$ cat config.mk
export PLATFORM = sky130hd
export DESIGN_NAME = dl_trans_mc
export DESIGN_NICKNAME = d
export VERILOG_FILES = /design/src/rtl/dl_trans_pkg.sv /design/src/rtl/dl_trans_dly.sv /design/src/rtl/dl_trans_mc.sv
export SDC_FILE = /design/constraint.sdc
export NUM_CORES = 1
export LEC_CHECK = 0
export ABC_AREA = 0
export CORE_AREA = 2 2 131 133
export CTS_CLUSTER_SIZE = 8
export DETAILED_ROUTE_END_ITERATION = 10
export DIE_AREA = 0 0 133 135
export SLEW_MARGIN = 20
export SYNTH_ARGS = -nofsm -noshare
export SYNTH_HDL_FRONTEND = slang
export SYNTH_HIERARCHICAL = 1
export SYNTH_SLANG_ARGS = --single-unit
$ cat constraint.sdc
create_clock -name clk_491 -period 1.25 [get_ports clk_491]
set_clock_uncertainty 0.15 [all_clocks]
set_input_delay 0.25 -clock clk_491 [delete_from_list [all_inputs] [get_ports clk_491]]
set_output_delay 0.25 -clock clk_491 [all_outputs]
set_load 0.03 [all_outputs]
$ cat src/rtl/dl_trans_pkg.sv
// Shared definitions for the downlink TDM transmit multiplexer: bandwidth codes,
// antenna-period multiplier lookup and lock state encoding.
package dl_trans_pkg;

    localparam logic [3:0] BW_10M = 4'h1;
    localparam logic [3:0] BW_20M = 4'h2;
    localparam logic [3:0] BW_30M = 4'h3;

    typedef enum logic {
        ST_UNLOCKED = 1'b0,
        ST_LOCKED   = 1'b1
    } state_e;

    // Antenna period expressed in TDM rounds for a given bandwidth code.
    function automatic logic [2:0] ant_mult(input logic [3:0] code);
        case (code)
            BW_10M:         return 3'd4;
            BW_20M, BW_30M: return 3'd2;
            default:        return 3'd1;
        endcase
    endfunction

endpackage

$ cat src/rtl/dl_trans_dly.sv
// Fixed-depth shift-register delay for one carrier's sample stream.
// Data path carries no reset; contents are don't-care until the stream fills it.
module dl_trans_dly #(
    parameter int unsigned DEPTH  = 1,
    parameter int unsigned DATA_W = 32
) (
    input  logic              clk_i,
    input  logic [DATA_W-1:0] d_i,
    output logic [DATA_W-1:0] q_o
);

    logic [DATA_W-1:0] sr_q [DEPTH];

    always_ff @(posedge clk_i) begin
        sr_q[0] <= d_i;
        for (int unsigned i = 1; i < DEPTH; i++) begin
            sr_q[i] <= sr_q[i-1];
        end
    end

    assign q_o = sr_q[DEPTH-1];

endmodule

$ cat src/rtl/dl_trans_mc.sv
// Downlink frequency-domain TDM multiplexer with frame-aligned antenna-slot strobe.
// Optional misaligned-frame detector enabled by defining DL_TRANS_FRAM_CHK_EN.
module dl_trans_mc
    import dl_trans_pkg::*;
#(
    parameter int unsigned NUM_CARR = 2,
    parameter int unsigned BLK_LEN  = 4,
    parameter int unsigned DATA_W   = 32
) (
    input  logic                       clk_491,
    input  logic                       rst_491_n,
    input  logic [31:0]                i_bandwidth_sel,
    input  logic [NUM_CARR-1:0]        i_carr_en,
    input  logic [NUM_CARR*DATA_W-1:0] i_freq_fdata,
    input  logic                       i_freq_ffram,
    output logic                       o_freq_txant,
    output logic                       o_freq_tfram,
    output logic [DATA_W-1:0]          o_freq_tdata,
    output logic                       o_locked,
    output logic                       o_fram_err
);

    localparam int unsigned RND    = NUM_CARR * BLK_LEN;
    localparam int unsigned CNT_W  = $clog2(4 * RND);
    localparam int unsigned PH_W   = $clog2(RND);
    localparam int unsigned BLK_SH = $clog2(BLK_LEN);
    localparam int unsigned CAR_W  = $clog2(NUM_CARR);

    state_e             state_q, state_d;
    logic               fram_d1_q;
    logic               tfram_q;
    logic [CNT_W-1:0]   cnt_q, cnt_d;
    logic [CNT_W-1:0]   ant_last_q, ant_last_d;
    logic [PH_W-1:0]    ph_q, ph_d;
    logic               txant_q, txant_d;
    logic [DATA_W-1:0]  tdata_q, tdata_d;
    logic [CAR_W-1:0]   car_idx;
    logic [DATA_W-1:0]  dly_out [NUM_CARR];
    logic               unused_bw;

    assign unused_bw = ^i_bandwidth_sel[31:4];

    // Carrier k is delayed by k blocks so that every carrier's window lines up
    // with the samples that arrived just before the round started.
    for (genvar k = 0; k < NUM_CARR; k++) begin : g_carr
        dl_trans_dly #(
            .DEPTH  (1 + k * BLK_LEN),
            .DATA_W (DATA_W)
        ) u_dly (
            .clk_i (clk_491),
            .d_i   (i_freq_fdata[k*DATA_W +: DATA_W]),
            .q_o   (dly_out[k])
        );
    end

    // ph_q tracks cnt mod RND; valid because the antenna period is a whole number
    // of rounds and both counters clear together.
    assign car_idx = CAR_W'(ph_q >> BLK_SH);

    always_comb begin
        state_d    = state_q;
        ant_last_d = ant_last_q;
        cnt_d      = cnt_q + 1'b1;
        ph_d       = ph_q + 1'b1;
        if (cnt_q == ant_last_q) begin
            cnt_d = '0;
        end
        if (ph_q == PH_W'(RND - 1)) begin
            ph_d = '0;
        end
        if (fram_d1_q) begin
            state_d    = ST_LOCKED;
            ant_last_d = CNT_W'(32'(ant_mult(i_bandwidth_sel[3:0])) * RND - 32'd1);
            cnt_d      = '0;
            ph_d       = '0;
        end
        txant_d = (state_q == ST_LOCKED) && (cnt_q == ant_last_q);
    end

    always_comb begin
        tdata_d = '0;
        if ((state_q == ST_LOCKED) && i_carr_en[car_idx]) begin
            tdata_d = dly_out[car_idx];
        end
    end

    always_ff @(posedge clk_491 or negedge rst_491_n) begin
        if (!rst_491_n) begin
            state_q    <= ST_UNLOCKED;
            fram_d1_q  <= 1'b0;
            tfram_q    <= 1'b0;
            cnt_q      <= '0;
            ph_q       <= '0;
            ant_last_q <= CNT_W'(RND - 1);
            txant_q    <= 1'b0;
            tdata_q    <= '0;
        end else begin
            state_q    <= state_d;
            fram_d1_q  <= i_freq_ffram;
            tfram_q    <= fram_d1_q;
            cnt_q      <= cnt_d;
            ph_q       <= ph_d;
            ant_last_q <= ant_last_d;
            txant_q    <= txant_d;
            tdata_q    <= tdata_d;
        end
    end

`ifdef DL_TRANS_FRAM_CHK_EN
    logic err_q, err_d;

    // A frame that lands anywhere but the last slot of the period is misaligned.
    assign err_d = fram_d1_q && (state_q == ST_LOCKED) && (cnt_q != ant_last_q);

    always_ff @(posedge clk_491 or negedge rst_491_n) begin
        if (!rst_491_n) begin
            err_q <= 1'b0;
        end else begin
            err_q <= err_d;
        end
    end

    assign o_fram_err = err_q;
`else
    assign o_fram_err = 1'b0;
`endif

    assign o_freq_txant = txant_q;
    assign o_freq_tfram = tfram_q;
    assign o_freq_tdata = tdata_q;
    assign o_locked     = (state_q == ST_LOCKED);

endmodule

# After elaboration in Yosys (flattened, before gate mapping)
# Memory sizes are Yosys's and may differ from the RTL's.
# Index checks and enable logic that the tools add are counted.
# classes
bitwise_logic,1
eq_ne,5
muxes,12
reduce_logical,3
add_sub_neg,3
magnitude_cmp,2
# op_table
op,n
2-to-1 mux 32 bit,4
2-to-1 mux 5 bit,2
"equality test 4 x 2 -> 1 bit, second input constant",2
2-to-1 mux 3 bit,2
"adder 5 x 1 -> 5 bit, second input constant",1
equality test 5 bit,1
"subtractor 5 x 1 -> 5 bit, second input constant",1
"equality test 4 x 1 -> 1 bit, second input constant",1
one-hot mux 2 bit (2 select lines),1
"adder 3 x 1 -> 3 bit, second input constant",1
"equality test 3 bit, second input constant",1
"greater-or-equal comparator 2 bit, second input constant",1
logical AND 1 bit,2
"< comparator 1 x 2 -> 1 bit, second input constant",1
2-to-1 mux 1 bit,2
2-to-1 mux 2 bit,1
NOT 1 -> 2 bit,1
OR reduction 2 bit,1
# totals
output_inout_bits,36
memories,2
wordCells,36
register_bits,49
mem_bits_rw,192
# mem_list
memory,depth,width,read_ports,rd_ports_with_merged_regs,wr,line_no,text
g_carr[1].u_dly.sr_q,5,32,5,0,5,dl_trans_dly.sv:12,logic [DATA_W-1:0] sr_q [DEPTH];
g_carr[0].u_dly.sr_q,1,32,1,0,1,dl_trans_dly.sv:12,

# Longest topological paths before layout
# Gate-level depths: netlist (run 1).
# depth
depth_word,5
mapped_depth,5
mapped_depth_nobuf,4

# By module
# The synthesis (run 1) kept the hierarchy.
# modules_own_cells
module,area_per_inst_um2,seq_area_each_um2,instances,cells_each
dl_trans_dly at g_carr[1].u_dly,3203.1,3203.1,1,160
dl_trans_mc,1886.8,1151.1,1,151
dl_trans_dly at g_carr[0].u_dly,640.6,640.6,1,32

# Worst setup path after synthesis (run 1)
# Ideal clock, no wire load.
# synth_path
path_type,register to register
start,register ph_q[2]
end,"register tdata_q[0], in the netlist o_freq_tdata[0]"
synth_period_minus_slack_ns,1.328
path_slack_ns,-0.078
stages_incl_launch_ff,6
setup_time_ns,0.119
arrival_time_ns,1.060
cell_sequence,dfrtp_1 buf_6 mux2_4 nand2_4 buf_6 nor2_1
# synth_between
elab_chain_len,5
elab_cells_between_ends,8
cone_classes,mux: 6; bitwise: 1; reduce/logical: 1
# synth_rtl
item,line_no,text
"start, declared",dl_trans_mc.sv:34,"logic [PH_W-1:0] ph_q, ph_d;"
"start signal, assigned",dl_trans_mc.sv:102,ph_q <= ph_d;
NOT 1 -> 2 bit (not written as such),dl_trans_mc.sv:83,tdata_d = dly_out[car_idx];
2-to-1 mux 32 bit (not written as such) (3 in a row),dl_trans_mc.sv:83,
2-to-1 mux 32 bit (*),dl_trans_mc.sv:82,if ((state_q == ST_LOCKED) && i_carr_en[car_idx]) begin
named net tdata_d[0],dl_trans_mc.sv:36,"logic [DATA_W-1:0] tdata_q, tdata_d;"
"end signal, assigned",dl_trans_mc.sv:105,tdata_q <= tdata_d;
"end, declared",dl_trans_mc.sv:36,
# The timed path passes the listed nets; every way through them passes the cells marked *. The select of a mux whose other input is x is not followed.
# A chain may end at the register's enable or synchronous reset.

# Final worst setup path (run 1)
# layout_path
start,"register state_q, in the netlist o_locked"
end,output o_locked
# layout_lines
item,line_no,text
"start, declared",dl_trans_mc.sv:29,"state_e state_q, state_d;"
"start signal, assigned",dl_trans_mc.sv:98,state_q <= state_d;
"end, declared",dl_trans_mc.sv:19,"output logic o_locked,"
# No word-level cell between the ends.

==> flow_metrics.tcl, run 1 <==
set metrics [dict create \
    reg2reg_slack_ns -0.19 \
    reg2reg_from "ph_q[2]$_DFF_PN0_" \
    max_stage_delay_ns 0.42 \
    num_antenna_cells 0 \
    async_reset_ff_share_pct 19.3 \
    fin_ws_ns -0.189 \
    crit_buf_inv 1 \
    placed_cells 672 \
    place_ws_ns -0.258 \
    overflow 0 \
    final_antenna_net_count 0 \
    synthTopCellsByCount "dfxtp_1 (192), dfrtp_1 (46), nor2_1 (34)" \
    die_area_um2 18000 \
    wl_met1_mm 3.79 \
    port_buffers 107 \
    path_cells "buf_12" \
    io_pins 137 \
    syn_area_um2 5730 \
    worstHoldPathCells 1 \
    slew_viol_final 0 \
    gp_congestion 0.717 \
    avgRoutedWirePerCell_um 13.2 \
    ys.flop_type "dfxtp_1" \
    ys_top_cells_by_area "dfxtp_1 (67%), dfrtp_1 (20%), mux2i_1 (5.6%)" \
    seqCellArea_um2 5000 \
    rr_endpoint "o_freq_tdata[16]$_DFF_PN0_" \
    critical_path_class "flop to output pin" \
    nets 601 \
    crit_required_ns 0.85 \
    worstHoldStart "i_freq_fdata[2]" \
    synth_edf_count 0 \
    cts.reportedPaths.clkPinSlew_ns 0.05 \
    ys_seq_area_share_pct 87.2 \
    rows 47 \
    cts_buffers 35 \
    final_util_pct 52.8 \
    drc 0 \
    power_density_nw_per_um2 2030 \
    top_layer_used "met5" \
    worstRegToRegCells 5 \
    wl_met2_mm 5.00 \
    violations "setup timing" \
    viasPerCell 3.89 \
    area_growth_pct 51.2 \
    endpoint_kind "output pin" \
    cpLargestDelayFamily "flip-flops" \
    synth_cell_type_count 25 \
    drv_cap 0 \
    grt_pass1_vias 3116 \
    fillers 1319 \
    wl_mm 9.71 \
    cts_tree "built" \
    htree_levels 2 \
    post-route-min-period_ns 1.44 \
    yosysWarnings 6 \
    irDropWorstVdd_mv 1.22 \
    drive_above_1_share_pct 27.6 \
    clkSinkCount 238 \
    grtUsageTotal_pct 11.2 \
    wl_met3_um 680 \
    fmax_mhz 695 \
    via_count 2858 \
    path_max_fanout 2 \
    clk_latency_ns 0.48 \
    synth-seq-cells 238 \
    syn_nets 447 \
    rsz0062_at_grt "true" \
    clk_path_buf_depth 3 \
    min_to "g_carr[0].u_dly/sr_q[0][2]$_DFF_P_" \
    multi_input_area_um2 898 \
    leakagePower_nw 3.61 \
    start_util_pct 34.9 \
    cp.arrival_ns 1.04 \
    cts_root_buffer "clkbuf_16" \
    yosysTopAreaCellShare_pct 67.1 \
    yosysTopAreaCell "dfxtp_1" \
    avgSynthCellArea_um2 16.7 \
    status "finished, violations left" \
    grt_pass1_wl_mm 15.4 \
    drt_iter0_drc 65 \
    die_width_um 133 \
    fin_cells 734 \
    fin_crit_sh_pct 115 \
    syn-instance-count 343 \
    finalSetupViolCount 69 \
    hpwlAfterDp_mm 5.64 \
    slowest_stage "dfrtp_2" \
    power_mw 17.6 \
    first_pass_iters 3 \
    hold_path.class "input pin to flop" \
    hold_viol 0 \
    antenna_found_initial 1 \
    coreArea_um2 16400 \
    startpoint_type "flop" \
    grt_max_degree 47 \
    chipHeight_um 135 \
    synth_most_common_cell "dfxtp_1" \
]
[flip-flops by register name (all words and copies together), names as in the netlist]
name	flops
cnt_q	5
ant_last_q	2
ph_q	3
o_freq_tfram	1
g_carr.u_dly/sr_q	192
o_freq_tdata	32
o_freq_txant	1
fram_d1_q	1
o_locked	1
[logic make-up (layout without fill, tap and decap cells)]
logic type | Yosys count | count (layout) | share of synthesized area (%)
flops | 238 | 238 | 87.2
buf+inv | 11 | 182 | 1.38
other cells | 1 | 1 | 0.0654
fa+ha+maj | 3 | 3 | 0.655
mux | 33 | 33 | 5.85
xor+xnor | 5 | 5 | 0.764
simple gates | 49 | 49 | 3.82
compound gates | 3 | 3 | 0.306
[per-layer routing]
layer | global-route usage (%) | vias up
met1 | 12.0 | 1333
met4 | 5.50 | 2
met3 | 4.77 | 24
met2 | 19.0 | 97
li1 | - | 1402
met5 | 0 | -
[worst max path at each step]
stage,slack [ns],end,startpoint,depth (start not counted)
after floorplan,-0.07,o_freq_tdata[0]$_DFF_PN0_,ph_q[2]$_DFF_PN0_,5
after global placement,-0.26,o_freq_tdata[27]$_DFF_PN0_,i_carr_en[0],5
after detailed placement,-0.26,o_freq_tdata[9]$_DFF_PN0_,i_carr_en[1],5
after CTS,-0.22,o_locked,o_locked$_DFFE_PN0P_,1
after global routing,-0.23,o_freq_tdata[31]$_DFF_PN0_,ph_q[2]$_DFF_PN0_,5
final,-0.19,o_locked,o_locked$_DFFE_PN0P_,1
[area by class of cell]
type	instances	area share, %
Sequential cell	238	57.7
Clock buffer	52	11.1
Inverter	2	0.0866
Multi-Input combinational cell	94	10.4
Timing Repair Buffer	126	17.3
Tap cell	220	3.18
Clock inverter	2	0.289
[metrics by stage]
step	instance area [um2]	TNS (ns)	hold slack, ns
floorplan	5730	-2.23	-0.196
global placement	7180	-8.55	0.105
detailed placement	7180	-8.47	0.104
CTS	8470	-10.87	0.0322
global route	8660	-13.21	0.0339
finish	8660	-10.52	0.0582
[power by group]
group | switching (mW) | total [mW] | internal, mW
Sequential | 0.154 | 8.23 | 8.07
Clock | 2.96 | 8.20 | 5.24
Combinational | 0.506 | 1.16 | 0.658
[cells in the final DEF, fill, tap and decap left out, types with 2 or more instances in the layout]
master	instances
clkdlybuf4s50_1	71
nor2_1	4
buf_6	27
xor2_1	4
clkbuf_16	37
mux2i_2	4
inv_1	2
dfrtp_2	2
mux2i_4	2
nor2_2	19
nor2_4	11
dfxtp_1	192
clkbuf_1	16
mux2i_1	26
dfrtp_1	44
buf_12	19
nand3_1	2
o21ai_0	2
nor3_4	2
buf_4	5
nor3_2	2
[repair_timing]
action / CTS / global route
setup buffers: 4 / 1
endpoints found under the hold margin: 46 / 0
resized for setup: 50 / 48
cloned: 2 / 1
pin swaps: 10 / 6
endpoints found under the setup margin: 72 / 73
hold buffers: 1 / 0
No activity file was read; power rests on OpenSTA's default activity.
==> inputs of run 2 (changes only) <==
--- a/config.mk
+++ b/config.mk
@@ -6,10 +6,11 @@
 export NUM_CORES = 1
 export LEC_CHECK = 0
 export ABC_AREA = 0
-export CORE_AREA = 2 2 131 133
+export CORE_AREA = 2 2 119 121
 export CTS_CLUSTER_SIZE = 8
 export DETAILED_ROUTE_END_ITERATION = 10
-export DIE_AREA = 0 0 133 135
+export DIE_AREA = 0 0 121 123
+export PLACE_DENSITY = 0.72
 export SLEW_MARGIN = 20
 export SYNTH_ARGS = -nofsm -noshare
 export SYNTH_HDL_FRONTEND = slang
==> flow_metrics.tcl, run 2 (synthesis gave the netlist of run 1 again) <==
set metrics [dict create \
    gp_congestion 0.654 \
    largest_register_ff_count 192 \
    die_width_um 121 \
    chipHeight_um 123 \
    fin_cells 691 \
    layout_commonest_cell "dfxtp_1" \
    placed_cells 631 \
    seqPwrFrac_pct 47.0 \
    relSlewSlack_pct 64.6 \
    hold_path.class "input pin to flop" \
    cts_root_buffer "clkbuf_16" \
    drc 0 \
    clkSinkCount 238 \
    first_pass_iters 4 \
    leakagePower_nw 3.63 \
    clk_latency_ns 0.47 \
    combPwrFrac_pct 6.7 \
    viasPerCell 4.13 \
    hpwlAfterDp_mm 5.41 \
    endpoint_kind "output pin" \
    startpoint_type "flop" \
    grt_pass1_wl_mm 14.1 \
    antenna_found_initial 0 \
    critical_path_class "flop to output pin" \
    via_count 2857 \
    clk_path_buf_depth 3 \
    tns_ns -8.76 \
    grt_max_degree 47 \
    drive_above_1_share_pct 29.7 \
    crit_buf_inv 1 \
    power_density_nw_per_um2 2020 \
    path_cells "buf_12" \
    switchingPower_mw 3.56 \
    p_int_mw 13.9 \
    reg2reg_from "ph_q[2]$_DFF_PN0_" \
    finalSetupViolCount 72 \
    port_buffers 107 \
    switching_share_pct 20.4 \
    cts.reportedPaths.clkPinSlew_ns 0.05 \
    place_ws_ns -0.275 \
    overflow 0 \
    status "finished, violations left" \
    post-route-min-period_ns 1.42 \
    fmax_mhz 705 \
    grtUsageTotal_pct 12.3 \
    slew_viol_final 0 \
    cts_tree "built" \
    max_stage_delay_ns 0.40 \
    cp.arrival_ns 1.02 \
    final_util_pct 63.5 \
    cpLargestDelayFamily "flip-flops" \
    irDropWorstVdd_mv 1.32 \
    fin_ws_ns -0.167 \
    avgRoutedWirePerCell_um 13.8 \
    coreArea_um2 13600 \
    die_area_um2 14900 \
    hold_viol 0 \
    final_antenna_net_count 0 \
    path_max_fanout 1 \
    nets 601 \
    fin_crit_sh_pct 113 \
    start_util_pct 42.1 \
    cts_buffers 35 \
    drt_iter0_drc 87 \
    drv_cap 0 \
    final_cell_mix "dfxtp_1 (192), clkdlybuf4s50_1 (71), dfrtp_1 (45), clkbuf_16 (38), buf_6 (30)" \
    tightest_slew_ns 0.530 \
    grt_pass1_vias 3054 \
    wl_mm 9.55 \
    num_antenna_cells 0 \
    area_growth_pct 50.9 \
    io_pins 137 \
    clock_power_share_pct 46.2 \
    worstHoldStart "i_freq_fdata[32]" \
    critPathLaunch "o_freq_tdata[12]$_DFF_PN0_" \
    rows 43 \
    top_register "g_carr.u_dly/sr_q" \
    violations "setup timing" \
    slowest_stage "dfrtp_1" \
    rsz0062_at_grt "true" \
    power_mw 17.5 \
    htree_levels 2 \
    crit_required_ns 0.85 \
]
==> run 2: cell types whose count changed in the layout (fill, tap and decap cells not counted), moves of 3 or more <==
cell	before	now
mux2i_2	4	10
buf_6	27	30
nor2_4	11	15
nor2_2	19	15
mux2i_1	26	17
mux2i_4	2	5
clkbuf_1	16	13
buf_12	19	14
==> run 2: power groups by stage <==
stage | logic [mW] | registers [mW] | clock network (mW)
CTS | 1.06 | 8.22 | 8.32
detailed placement | 0.911 | 8.34 | 0
finish | 1.17 | 8.23 | 8.09
floorplan | 0.215 | 8.47 | 0
global placement | 0.892 | 8.33 | 0
global route | 1.24 | 8.26 | 8.71
==> run 2: path summary, 6_finish.rpt <==
path | endpoint | cells past startpoint | slack, ns
worst min register to register | g_carr[1].u_dly/sr_q[1][7]$_DFF_P_ | 0 | 0.17
max in group asynchronous | o_freq_tdata[18]$_DFF_PN0_ | 3 | 0.58
min in group asynchronous | cnt_q[4]$_DFF_PN0_ | 3 | 0.14
worst min-delay path | g_carr[1].u_dly/sr_q[0][0]$_DFF_P_ | 1 | 0.06
worst max register to register | o_freq_tdata[6]$_DFF_PN0_ | 4 | -0.15
worst max-delay path | o_freq_tdata[12] | 1 | -0.17
==> run 2: routing by layer <==
| layer | vias to the layer above | global-route usage, % | share of wire (%) |
|---|---|---|---|
| met4 | 0 | 6.98 | 3.6 |
| met2 | 90 | 21.8 | 53 |
| met3 | 26 | 3.92 | 5.7 |
| li1 | 1397 | - | - |
| met5 | - | 0 | 0 |
| met1 | 1344 | 12.9 | 38 |
==> run 2: stage by stage <==
step           hold slack [ns]  instance area [um2]
2_1_floorplan           -0.196                 5730
3_3_place_gp             0.100                 7090
3_5_place_dp             0.104                 7090
4_1_cts                 0.0517                 8360
5_1_grt                 0.0481                 8650
6_report                0.0646                 8650
==> run 2: area by class of cell <==
type                            count  area, um2
Timing Repair Buffer              126       1470
Clock inverter                      2       25.0
Tap cell                          180        225
Clock buffer                       49        950
Fill cell                         992       4960
Sequential cell                   238       5000
Multi-Input combinational cell     94        980
Inverter                            2       7.51
==> run 2: timing repair <==
item	in CTS	in global routing
setup endpoints to repair	71	73
gates cloned	2	2
pin swaps	1	5
endpoints found under the hold margin	46	0
setup buffers	5	1
gates resized for setup	41	72
hold buffers	1	0
